[src/rtl/matrix_pkg.sv]
// Shared constants and types for the matrix cascade receiver.
package matrix_pkg;

  localparam int unsigned WORD_W   = 16;
  localparam int unsigned ADDR_LSB = 8;
  localparam int unsigned ADDR_W   = 4;
  localparam int unsigned DATA_LSB = 0;
  localparam int unsigned DATA_W   = 8;

  localparam logic [3:0] REG_NOOP      = 4'h0;
  localparam logic [3:0] REG_DIGIT1    = 4'h1;
  localparam logic [3:0] REG_DIGIT8    = 4'h8;
  localparam logic [3:0] REG_DECODE    = 4'h9;
  localparam logic [3:0] REG_INTENSITY = 4'hA;
  localparam logic [3:0] REG_SCANLIM   = 4'hB;
  localparam logic [3:0] REG_SHUTDOWN  = 4'hC;
  localparam logic [3:0] REG_DISPTEST  = 4'hF;

  typedef enum logic [0:0] {IDLE, SHIFT} state_t;

endpackage

[src/rtl/matrix_rx_shifter.sv]
// Frame deserialiser: cs edge detect, shift register, bit counter and hold register.
// A frame is accepted only if exactly FRM_W bits were shifted while cs was low.
module matrix_rx_shifter
  import matrix_pkg::*;
#(
  parameter int unsigned FRM_W = 64
) (
  input  logic             clk_9m,
  input  logic             rst,
  input  logic             cs,
  input  logic             sin,
  output logic [FRM_W-1:0] hold,
  output logic             commit_pend,
  output logic             len_err
);

  localparam int unsigned     CNT_W    = $clog2(FRM_W + 2);
  localparam logic [CNT_W-1:0] CNT_FULL = CNT_W'(FRM_W);
  localparam logic [CNT_W-1:0] CNT_SAT  = CNT_W'(FRM_W + 1);

  state_t           state_q, state_d;
  logic             frame_end;
  logic [FRM_W-1:0] sr_q;
  logic [CNT_W-1:0] cnt_q;

  // State register; SHIFT means cs was low on the previous edge.
  always_ff @(posedge clk_9m or posedge rst) begin
    if (rst) state_q <= IDLE;
    else     state_q <= state_d;
  end

  // Next state follows cs; leaving SHIFT marks the end of a frame.
  always_comb begin
    state_d   = state_q;
    frame_end = 1'b0;
    unique case (state_q)
      IDLE:  if (!cs) state_d = SHIFT;
      SHIFT: if (cs) begin
        state_d   = IDLE;
        frame_end = 1'b1;
      end
      default: state_d = IDLE;
    endcase
  end

  // Shift, count (saturating) and latch a complete frame into hold.
  always_ff @(posedge clk_9m or posedge rst) begin
    if (rst) begin
      sr_q        <= '0;
      cnt_q       <= '0;
      hold        <= '0;
      commit_pend <= 1'b0;
      len_err     <= 1'b0;
    end else begin
      commit_pend <= 1'b0;
      len_err     <= 1'b0;
      if (!cs) begin
        sr_q <= {sr_q[FRM_W-2:0], sin};
        if (cnt_q != CNT_SAT) cnt_q <= cnt_q + 1'b1;
      end else if (frame_end) begin
        cnt_q <= '0;
        if (cnt_q == CNT_FULL) begin
          hold        <= sr_q;
          commit_pend <= 1'b1;
        end else begin
          len_err <= 1'b1;
        end
      end
    end
  end

endmodule

[src/rtl/matrix_rx.sv]
// Receive end of the matrix cascade link: shadows every device's digit and config registers.
// Optional feature: define MATRIX_RX_DISPTEST_EN to honour the display-test register (addr 0xF).
module matrix_rx
  import matrix_pkg::*;
#(
  parameter int unsigned N_DEV = 4
) (
  input  logic               clk_9m,
  input  logic               rst,
  input  logic               cs,
  input  logic               sin,
  output logic [8*N_DEV-1:0] rows [8],
  output logic [4*N_DEV-1:0] intensity,
  output logic [3*N_DEV-1:0] scan_limit,
  output logic [8*N_DEV-1:0] decode_mode,
  output logic [N_DEV-1:0]   shutdown_n,
  output logic               frame_valid,
  output logic               frame_err
);

  localparam int unsigned FRM_W = WORD_W * N_DEV;

  logic [FRM_W-1:0]   hold;
  logic               commit_pend;
  logic               len_err;
  logic [3:0]         addr    [N_DEV];
  logic [7:0]         data    [N_DEV];
  logic [2:0]         row_idx [N_DEV];
  logic [8*N_DEV-1:0] rows_q  [8];
  logic               unused_nib;
`ifdef MATRIX_RX_DISPTEST_EN
  logic [N_DEV-1:0]   disp_test_q;
`endif

  matrix_rx_shifter #(
    .FRM_W (FRM_W)
  ) u_shifter (
    .clk_9m      (clk_9m),
    .rst         (rst),
    .cs          (cs),
    .sin         (sin),
    .hold        (hold),
    .commit_pend (commit_pend),
    .len_err     (len_err)
  );

  // Split the held frame into per-device address/data fields; the top nibble is don't-care.
  always_comb begin
    unused_nib = 1'b0;
    for (int k = 0; k < N_DEV; k++) begin
      addr[k]    = hold[WORD_W*k + ADDR_LSB +: ADDR_W];
      data[k]    = hold[WORD_W*k + DATA_LSB +: DATA_W];
      row_idx[k] = 3'(addr[k] - REG_DIGIT1);
      unused_nib = unused_nib ^ (^hold[WORD_W*k + 12 +: 4]);
    end
  end

  // Register file: all devices are updated in parallel on the commit cycle.
  always_ff @(posedge clk_9m or posedge rst) begin
    if (rst) begin
      for (int d = 0; d < 8; d++) rows_q[d] <= '0;
      intensity   <= '0;
      scan_limit  <= '0;
      decode_mode <= '0;
      shutdown_n  <= '0;
      frame_valid <= 1'b0;
      frame_err   <= 1'b0;
`ifdef MATRIX_RX_DISPTEST_EN
      disp_test_q <= '0;
`endif
    end else begin
      frame_valid <= commit_pend;
      frame_err   <= len_err;
      if (commit_pend) begin
        for (int k = 0; k < N_DEV; k++) begin
          case (addr[k])
            REG_DECODE:    decode_mode[8*k +: 8] <= data[k];
            REG_INTENSITY: intensity[4*k +: 4]   <= data[k][3:0];
            REG_SCANLIM:   scan_limit[3*k +: 3]  <= data[k][2:0];
            REG_SHUTDOWN:  shutdown_n[k]         <= data[k][0];
`ifdef MATRIX_RX_DISPTEST_EN
            REG_DISPTEST:  disp_test_q[k]        <= data[k][0];
`endif
            default: begin
              if (addr[k] >= REG_DIGIT1 && addr[k] <= REG_DIGIT8)
                rows_q[row_idx[k]][8*k +: 8] <= data[k];
            end
          endcase
        end
      end
    end
  end

  // Row view: display test forces a device's bytes to all-on without touching stored digits.
  always_comb begin
    for (int d = 0; d < 8; d++) begin
      rows[d] = rows_q[d];
`ifdef MATRIX_RX_DISPTEST_EN
      for (int k = 0; k < N_DEV; k++) begin
        if (disp_test_q[k]) rows[d][8*k +: 8] = 8'hFF;
      end
`endif
    end
  end

endmodule

[config.mk]
export PLATFORM = sky130hd
export DESIGN_NAME = matrix_rx
export DESIGN_NICKNAME = d
export VERILOG_FILES = /design/src/rtl/matrix_pkg.sv /design/src/rtl/matrix_rx_shifter.sv /design/src/rtl/matrix_rx.sv
export SDC_FILE = /design/constraint.sdc
export NUM_CORES = 1
export LEC_CHECK = 0
export ABC_AREA = 0
export CAP_MARGIN = 10
export CORE_MARGIN = 2
export CORE_UTILIZATION = 35
export CTS_CLUSTER_DIAMETER = 120
export DETAILED_ROUTE_END_ITERATION = 12
export GPL_TIMING_DRIVEN = 0
export MAX_ROUTING_LAYER = met4
export SYNTH_ARGS = -nofsm -noshare
export SYNTH_HDL_FRONTEND = slang
export SYNTH_SLANG_ARGS = --single-unit
export TNS_END_PERCENT = 5
[constraint.sdc]
create_clock -name clk_9m -period 32.2 [get_ports clk_9m]
set_clock_uncertainty 0.2 [all_clocks]
set_input_delay 8.05 -clock clk_9m [delete_from_list [all_inputs] [get_ports clk_9m]]
set_output_delay 8.05 -clock clk_9m [all_outputs]
set_load 0.01 [all_outputs]
==> results of run 1 <==
==> worst paths after layout <==
path | startpoint | end | depth (start not counted)
min in group asynchronous | rst | decode_mode[20] | 2
max in group asynchronous | rst | rows[77] | 4
hold reg to reg | u_shifter.len_err | frame_err | 0
hold / removal | u_shifter.len_err | frame_err | 0
setup reg to reg | u_shifter.hold[40] | rows[118] | 8
setup / recovery | cs | u_shifter.sr_q[0] | 4
==> cell families (layout without fill, tap and decap cells) <==
family                     Yosys count  in the layout  synth area share (%)
DFF                                440            440                  63.4
muxes                              432            432                  28.0
and+or+nand+nor                     98             98                  3.68
buffers and inverters               75            491                  2.13
adders and majority gates           20             20                  1.44
AOI/OAI and AO/OA                   20             20                 0.930
xor gates and xnor gates             8              8                 0.404
==> flip-flops by register name, summed over array words and instances (netlist names) <==
| register | flops |
|---|---|
| rows | 256 |
| u_shifter.sr_q | 60 |
| u_shifter.hold | 48 |
| decode_mode | 32 |
| intensity | 16 |
| scan_limit | 12 |
| u_shifter.cnt_q | 7 |
| shutdown_n | 4 |
| frame_err | 1 |
| frame_valid | 1 |
| u_shifter.commit_pend | 1 |
| u_shifter.len_err | 1 |
| u_shifter.state_q | 1 |
==> metrics by stage <==
step	hold WS (ns)	std cells	setup WS, ns
floorplan	0.131	1093	11.69
global placement	0.143	2082	6.50
detailed placement	0.143	2086	21.68
CTS	0.161	2173	22.30
global route	0.172	2173	22.19
finish	0.161	2173	22.37
==> Yosys cell counts (2+ instances only) <==
master	n
xnor2_1	4
mux2_2	428
dlygate4sd1_1	4
nand3_1	8
buf_4	4
nor2_2	3
or3_1	2
nand4_1	5
inv_1	17
nor4b_1	2
nand2b_1	3
nor2b_1	2
a21oi_2	2
buf_6	3
and3b_1	2
o22ai_1	6
nor3b_1	5
dfrtp_1	440
nor3_4	2
mux2i_1	4
xor2_1	4
ha_1	20
or3b_1	3
and3_1	4
buf_2	5
clkdlybuf4s25_2	4
nand4_2	2
nand2_1	28
clkbuf_1	24
a21oi_1	3
nor3_2	5
nand3b_2	2
nor2_1	9
buf_1	14
==> critical path, cell delays in order <==
cell and delay (ns):
clkdlybuf4s50_1 0.52, clkbuf_1 0.51, clkbuf_1 0.60, mux2_2 0.41
==> final cells by class <==
| type | count | area share [%] |
|---|---|---|
| plain buffers | 58 | 1.32 |
| clock inverters | 16 | 0.741 |
| flip-flops and latches | 440 | 47.6 |
| repair buffers | 329 | 14.5 |
| clock buffers | 71 | 6.09 |
| inverters | 17 | 0.308 |
| well taps | 664 | 3.59 |
| multi-input cells | 578 | 25.8 |
==> per-layer routing <==
| layer | vias up | global-route usage (%) | part of all wire, % |
|---|---|---|---|
| li1 | 4651 | - | - |
| met1 | 5336 | 21.8 | 44 |
| met2 | 229 | 26.7 | 48 |
| met3 | 72 | 3.54 | 4.9 |
| met4 | 0 | 5.98 | 2.7 |
| met5 | - | - | 0 |
==> where the power goes <==
group / internal [mW] / switching [mW] / leakage, nW / total [mW]
Combinational: 0.0172 / 0.0199 / 4.13 / 0.0371
Clock: 0.327 / 0.222 / 0.777 / 0.549
Sequential: 0.570 / 0.0121 / 6.09 / 0.582
Total: 0.914 / 0.254 / 11.0 / 1.17
==> key figures, run 1 <==
Global route
  • Number of global-route vias before repair: about 11k
  • Gr usage total: 17.0%
  • Largest net degree at the start of global routing: ~130
  • First-pass GRT wire length: 65,300 um
  • Initial antenna violation count: 0
  • Global route overflow: 0

Critical path
  • Critical path arrival: 10.09 ns
  • Startpoint Class: input port
  • Worst-path fanout max: 10
  • Crit path required time: approximately 32 ns
  • Setup Crit Path Kind: in -> reg
  • R2R Setup Slk: 28.96 ns
  • Worst setup EP type: flip-flop

Placement
  • Final weighted congestion in routability-driven placement: 0.750
  • Placed Area: 21,600 um2
  • Port Buf Inserts: approximately 330
  • Post-DP HPWL: 28,200 um

STA
  • Crit share post-route: 30.5%
  • TNS Setup: 0 ns
  • Slew Limit Fails: 0
  • RSZ-0062 raised after global routing: false
  • Final worst path period need: slightly below 10 ns
  • Final setup fails: 0
  • F_max: 0.102 GHz
  • Slew @ Worst Pin: 0.776 ns
  • Slew margin rel.: 48.1%
  • Fin. Hold Viols: 0

Drt
  • Via density: 4.73
  • Remaining DRCs: 0
  • Vias post-DR: 10.3k
  • Final wirelength: 41,600 um
  • ANT nets after route: 0
  • Initial DRC count: 372
  • DRT Pass-1 Iters: 4
  • WL/cell: 19.2 um

Synthesis
  • Syn. warnings: 0
  • Yosys cell types: 54
  • Avg Inst Size Synth: 15.9 um2
  • Number of synthesized flops with an enable pin: 0
  • Synth area leader: dfrtp_1
  • Synth top area share: 63.4%
  • Synthesis-stage register bit count: between 400 and 500
  • Top cells by area, synth: dfrtp_1 63%, mux2_2 28%, ha_1 1.4%
  • Post-synthesis net count: about 1.1k
  • Gate Count Post-Synth: roughly 1.1k
  • Ys async rst share: 100%
  • Mapped cell area: 17,400 um2
  • Prevailing post-synth register cell: dfrtp_1
  • Sequential share of the synthesized area: between 60% and 70%

Die
  • # IOs: ~330
  • Die Span Y: 227 um
  • Effective utilization at floorplan: 35.5%
  • Std cell rows: 81
  • Die area: 51,400 um2
  • CORE AREA: 49,000 um2
  • Die width: about 230 um

Finish
  • Final core occ: 47.3%
  • Storage element area: 11,000 um2
  • # nets final: approximately 1.5k
  • Area of the multi-input gates: 5980 um2
  • Leading cell type in the layout, fill and taps excluded: dfrtp_1
  • Fin area: 23,100 um2
  • Area grow syn2layout: 33.3%
  • Share of cells above drive strength 1: between 30% and 40%
  • Filler cells: 4,435
  • Most frequent cells in the layout: 440 x dfrtp_1, 428 x mux2_2, 325 x clkdlybuf4s50_1
  • ANT cells: 0

Clocking
  • Worst-Skew Late Latency: a little under 0.6 ns
  • Num CTS Buffers: 48
  • H-Tree Level Count: 2
  • CTS Hold Buffers Added: 0
  • CTS Root Cell: clkbuf_16
  • # Post-CTS Setup Buffers: 0
  • CTS tree: built
  • Clock transition at path regs: 0.06 ns
  • CTS sink cnt: 440
  • Cts repair resizes: 0
  • Clock Tree Buf Depth: 3

Hold path
  • Worst hold-check path type: reg -> reg

Power and ir drop
  • Lkg Pwr: 11.0 nW
  • Peak VDD IR: 0.0365 mV
  • Final Power: 1.17 mW
  • Pwr/cell area: 50.5 nW/um2

Run
  • Max_cap viols: 0

Status
  • Status: finished, final reports clean
Power figures use the tool's default switching activity.
==> run 2: changes to the inputs <==
==> constraint.sdc (replaced) <==
create_clock -name clk_9m -period 9.9 [get_ports clk_9m]
set_clock_uncertainty 0.2 [all_clocks]
set_input_delay 2.475 -clock clk_9m [delete_from_list [all_inputs] [get_ports clk_9m]]
set_output_delay 2.475 -clock clk_9m [all_outputs]
set_load 0.01 [all_outputs]
==> run 2 against run 1 <==
Net effect:
- hold slack improved by 0.00080 ns
- design area is 0.33% higher
- combinational power rose to 3.4 times the previous value
- global-route usage down 0.21 points
- sequential cell count unchanged
- first-iteration DRC count shrank 6.5%
- sequential power increased to 3.2 times the previous value
- core utilization up 0.16 points
- wire length shrank 0.24%
- largest cell class unchanged
==> key figures, run 2 (same netlist as run 1, synthesis figures left out) <==
Drt
  • DRT Pass-1 Iters: 4 (unchanged)
  • Remaining DRCs: 0 (unchanged)
  • Initial DRC count: 348 (-6.5%)
  • Via density: 4.72 (-0.21%)
  • Vias post-DR: 10.3k (-0.12%)
  • ANT nets after route: 0 (unchanged)
  • Final wirelength: 41,500 um (-0.24%)
  • WL/cell: 19.1 um (-0.33%)

Placement
  • Placed Area: 21,700 um2 (+0.49%)
  • Post-DP HPWL: 28,800 um (+2.1%)
  • Final weighted congestion in routability-driven placement: 0.744 (-0.81%)
  • Port Buf Inserts: 325 (unchanged)
  • Placed cells: 2,093 (+0.34%)

STA
  • Slew Limit Fails: 0 (unchanged)
  • Fin. Hold Viols: 0 (unchanged)
  • Slew margin rel.: 42.4% (-5.7 points)
  • Final setup fails: 0 (unchanged)
  • Crit share post-route: 43.2%
  • F_max: ~0.23 GHz
  • Slew @ Worst Pin: 0.862 ns (+0.0862 ns)
  • RSZ-0062 raised after global routing: false
  • Final worst path period need: 4.28 ns

Global route
  • Largest net degree at the start of global routing: 44 (-66%)
  • First-pass GRT wire length: 64,200 um (-1.7%)
  • Global route overflow: 0 (unchanged)
  • Initial antenna violation count: 0 (unchanged)
  • Number of global-route vias before repair: 10.8k (-1.6%)
  • Gr usage total: 16.8% (-0.21 points)

Finish
  • Most frequent cells in the layout: 440 x dfrtp_1, 428 x mux2_2, 325 x clkdlybuf4s50_1
  • Share of cells above drive strength 1: 36.4% (+0.15 points)
  • Fin area: 23,200 um2 (+0.33%)
  • Non-Filler Instances: 2,175 (+0.092%)
  • # nets final: 1,503 (+0.47%)
  • Storage element area: 11,000 um2 (unchanged)
  • Filler cells: 4,349 (-1.9%)
  • ANT cells: 0 (unchanged)
  • Leading cell type in the layout, fill and taps excluded: dfrtp_1
  • Area of the multi-input gates: 5980 um2 (unchanged)
  • Max reg flops: 256 (unchanged)
  • Area grow syn2layout: 33.7%

Clocking
  • H-Tree Level Count: 2 (unchanged)
  • Worst-Skew Late Latency: 0.56 ns (-0.02 ns)
  • CTS Hold Buffers Added: 0 (unchanged)
  • CTS sink cnt: 440 (unchanged)
  • Clock transition at path regs: 0.06 ns (about the same)
  • Clock Tree Buf Depth: 3 (unchanged)
  • CTS Root Cell: clkbuf_16
  • Num CTS Buffers: 48 (unchanged)
  • CTS tree: built
  • Cts repair resizes: 0 (unchanged)
  • # Post-CTS Setup Buffers: 0 (unchanged)

Power and ir drop
  • Sw Pwr: 801 uW (+220%)
  • Internal power: 2.97 mW (+230%)
  • Clock power share: 46.5% (-0.5 points)
  • Pwr/cell area: 163 nW/um2 (+220%)
  • Combinational share of power: 3.3% (about the same)
  • Lkg Pwr: 11.0 nW (+0.35%)
  • Sw Share: 21.2% (-0.52 points)
  • Final Power: 3.77 mW (+220%)
  • Part of the power in registers: 50.2% (+0.4 points)
  • Peak VDD IR: 0.123 mV (+240%)

Critical path
  • Setup Crit Path Kind: in -> reg
  • Startpoint Class: input port
  • Critical path arrival: 4.52 ns (-5.57 ns)
  • Worst setup EP type: flip-flop
  • Worst-path fanout max: 10 (unchanged)
  • Most frequent CP cell: clkbuf_1
  • Worst path cell trace: clkdlybuf4s50_1 > clkbuf_1 > clkbuf_1 > mux2_2
  • Worst path max stage delay: 0.58 ns (-0.02 ns)
  • Crit path required time: 10.14 ns (-22.32 ns)
  • Slowest cell on the critical path: clkbuf_1

Die
  • Std cell rows: 81 (unchanged)
  • Die width: 227 um (unchanged)
  • # IOs: 326 (unchanged)
  • CORE AREA: 49,000 um2 (unchanged)
  • Effective utilization at floorplan: 35.5% (unchanged)
  • Die Span Y: 227 um (unchanged)
  • Die area: 51,400 um2 (unchanged)

Hold path
  • Worst hold-check path type: reg -> reg

Run
  • Max_cap viols: 0 (unchanged)

Status
  • Status: finished, final reports clean
-- run 2: cell types whose count changed in the layout (fill, tap and decap cells not counted), moves of 2 or more --
cell	before	now
inv_6	3	0
clkinv_2	8	6
buf_12	0	11
clkbuf_8	10	14
buf_16	4	0
-- run 2: worst paths after layout --
path	endpoint	cells after the start	slack (ns)	startpoint
worst min-delay path	frame_err	0	0.16	u_shifter.len_err
max in group asynchronous	u_shifter.cnt_q[6]	5	6.10	rst
min in group asynchronous	rows[135]	2	2.24	rst
worst max register to register	rows[116]	8	6.66	u_shifter.hold[40]
worst max-delay path	u_shifter.sr_q[35]	4	5.62	cs
worst min register to register	frame_err	0	0.16	u_shifter.len_err
-- run 2: per-layer routing --
| metal | part of all wire (%) | global-route usage [%] |
|---|---|---|
| met1 | 44 | 21.7 |
| met2 | 48 | 26.4 |
| met3 | 5.7 | 4.29 |
| met4 | 1.7 | 3.95 |
| met5 | 0 | - |
-- run 2: power groups by stage --
stage / Combinational [mW] / Sequential [mW] / Clock, mW
after global placement: 0.115 / 1.93 / 0
final: 0.126 / 1.89 / 1.75
after detailed placement: 0.130 / 1.93 / 0
after global routing: 0.142 / 1.90 / 1.88
after CTS: 0.131 / 1.89 / 1.81
after floorplan: 0.0946 / 1.91 / 0
-- run 2: layout make-up --
cell class | instances | share of cell area (%)
clock buffer | 74 | 6.29
sequential | 440 | 47.4
tap | 664 | 3.58
clock inverter | 8 | 0.388
timing repair buffer | 336 | 15.0
inverter | 17 | 0.291
multi-input combinational | 578 | 25.8
buffer | 58 | 1.32
-- run 2: worst max-delay path: cells and delay by family --
kind / cells / cell delay [ns]
mux: 1 / 0.41
buf+inv: 3 / 1.62
-- run 2: metrics by stage --
| stage | util [%] | worst slack [ns] | TNS, ns | hold slack (ns) |
|---|---|---|---|---|
| after detailed placement | 44.3 | 4.99 | 0 | 0.150 |
| final | 47.4 | 5.62 | 0 | 0.162 |
| after global placement | 43.8 | -1.62 | -693.61 | 0.138 |
| after floorplan | - | 1.28 | 0 | 0.131 |
| after CTS | 47.4 | 5.59 | 0 | 0.162 |
| after global routing | 47.4 | 5.49 | 0 | 0.171 |
==> run 3: changes to the inputs <==
==> constraint.sdc (replaced) <==
create_clock -name clk_9m -period 4 [get_ports clk_9m]
set_clock_uncertainty 0.2 [all_clocks]
set_input_delay 1 -clock clk_9m [delete_from_list [all_inputs] [get_ports clk_9m]]
set_output_delay 1 -clock clk_9m [all_outputs]
set_load 0.01 [all_outputs]
==> results of run 3 <==
Same layout as run 2 (identical final DEF). Status: finished, final reports clean.
Among the figures that moved: setup slack after placement 4.99 ns -> 0.562 ns; setup slack after layout 5.62 ns -> 0.763 ns; start point of the critical path cs -> u_shifter.hold[40]; end point of the critical path u_shifter.sr_q[35] -> rows[116]; register-to-register setup slack 6.66 ns -> 0.76 ns; total power 3.77 mW -> 9.34 mW; worst IR drop on VDD 0.123 mV -> 0.304 mV
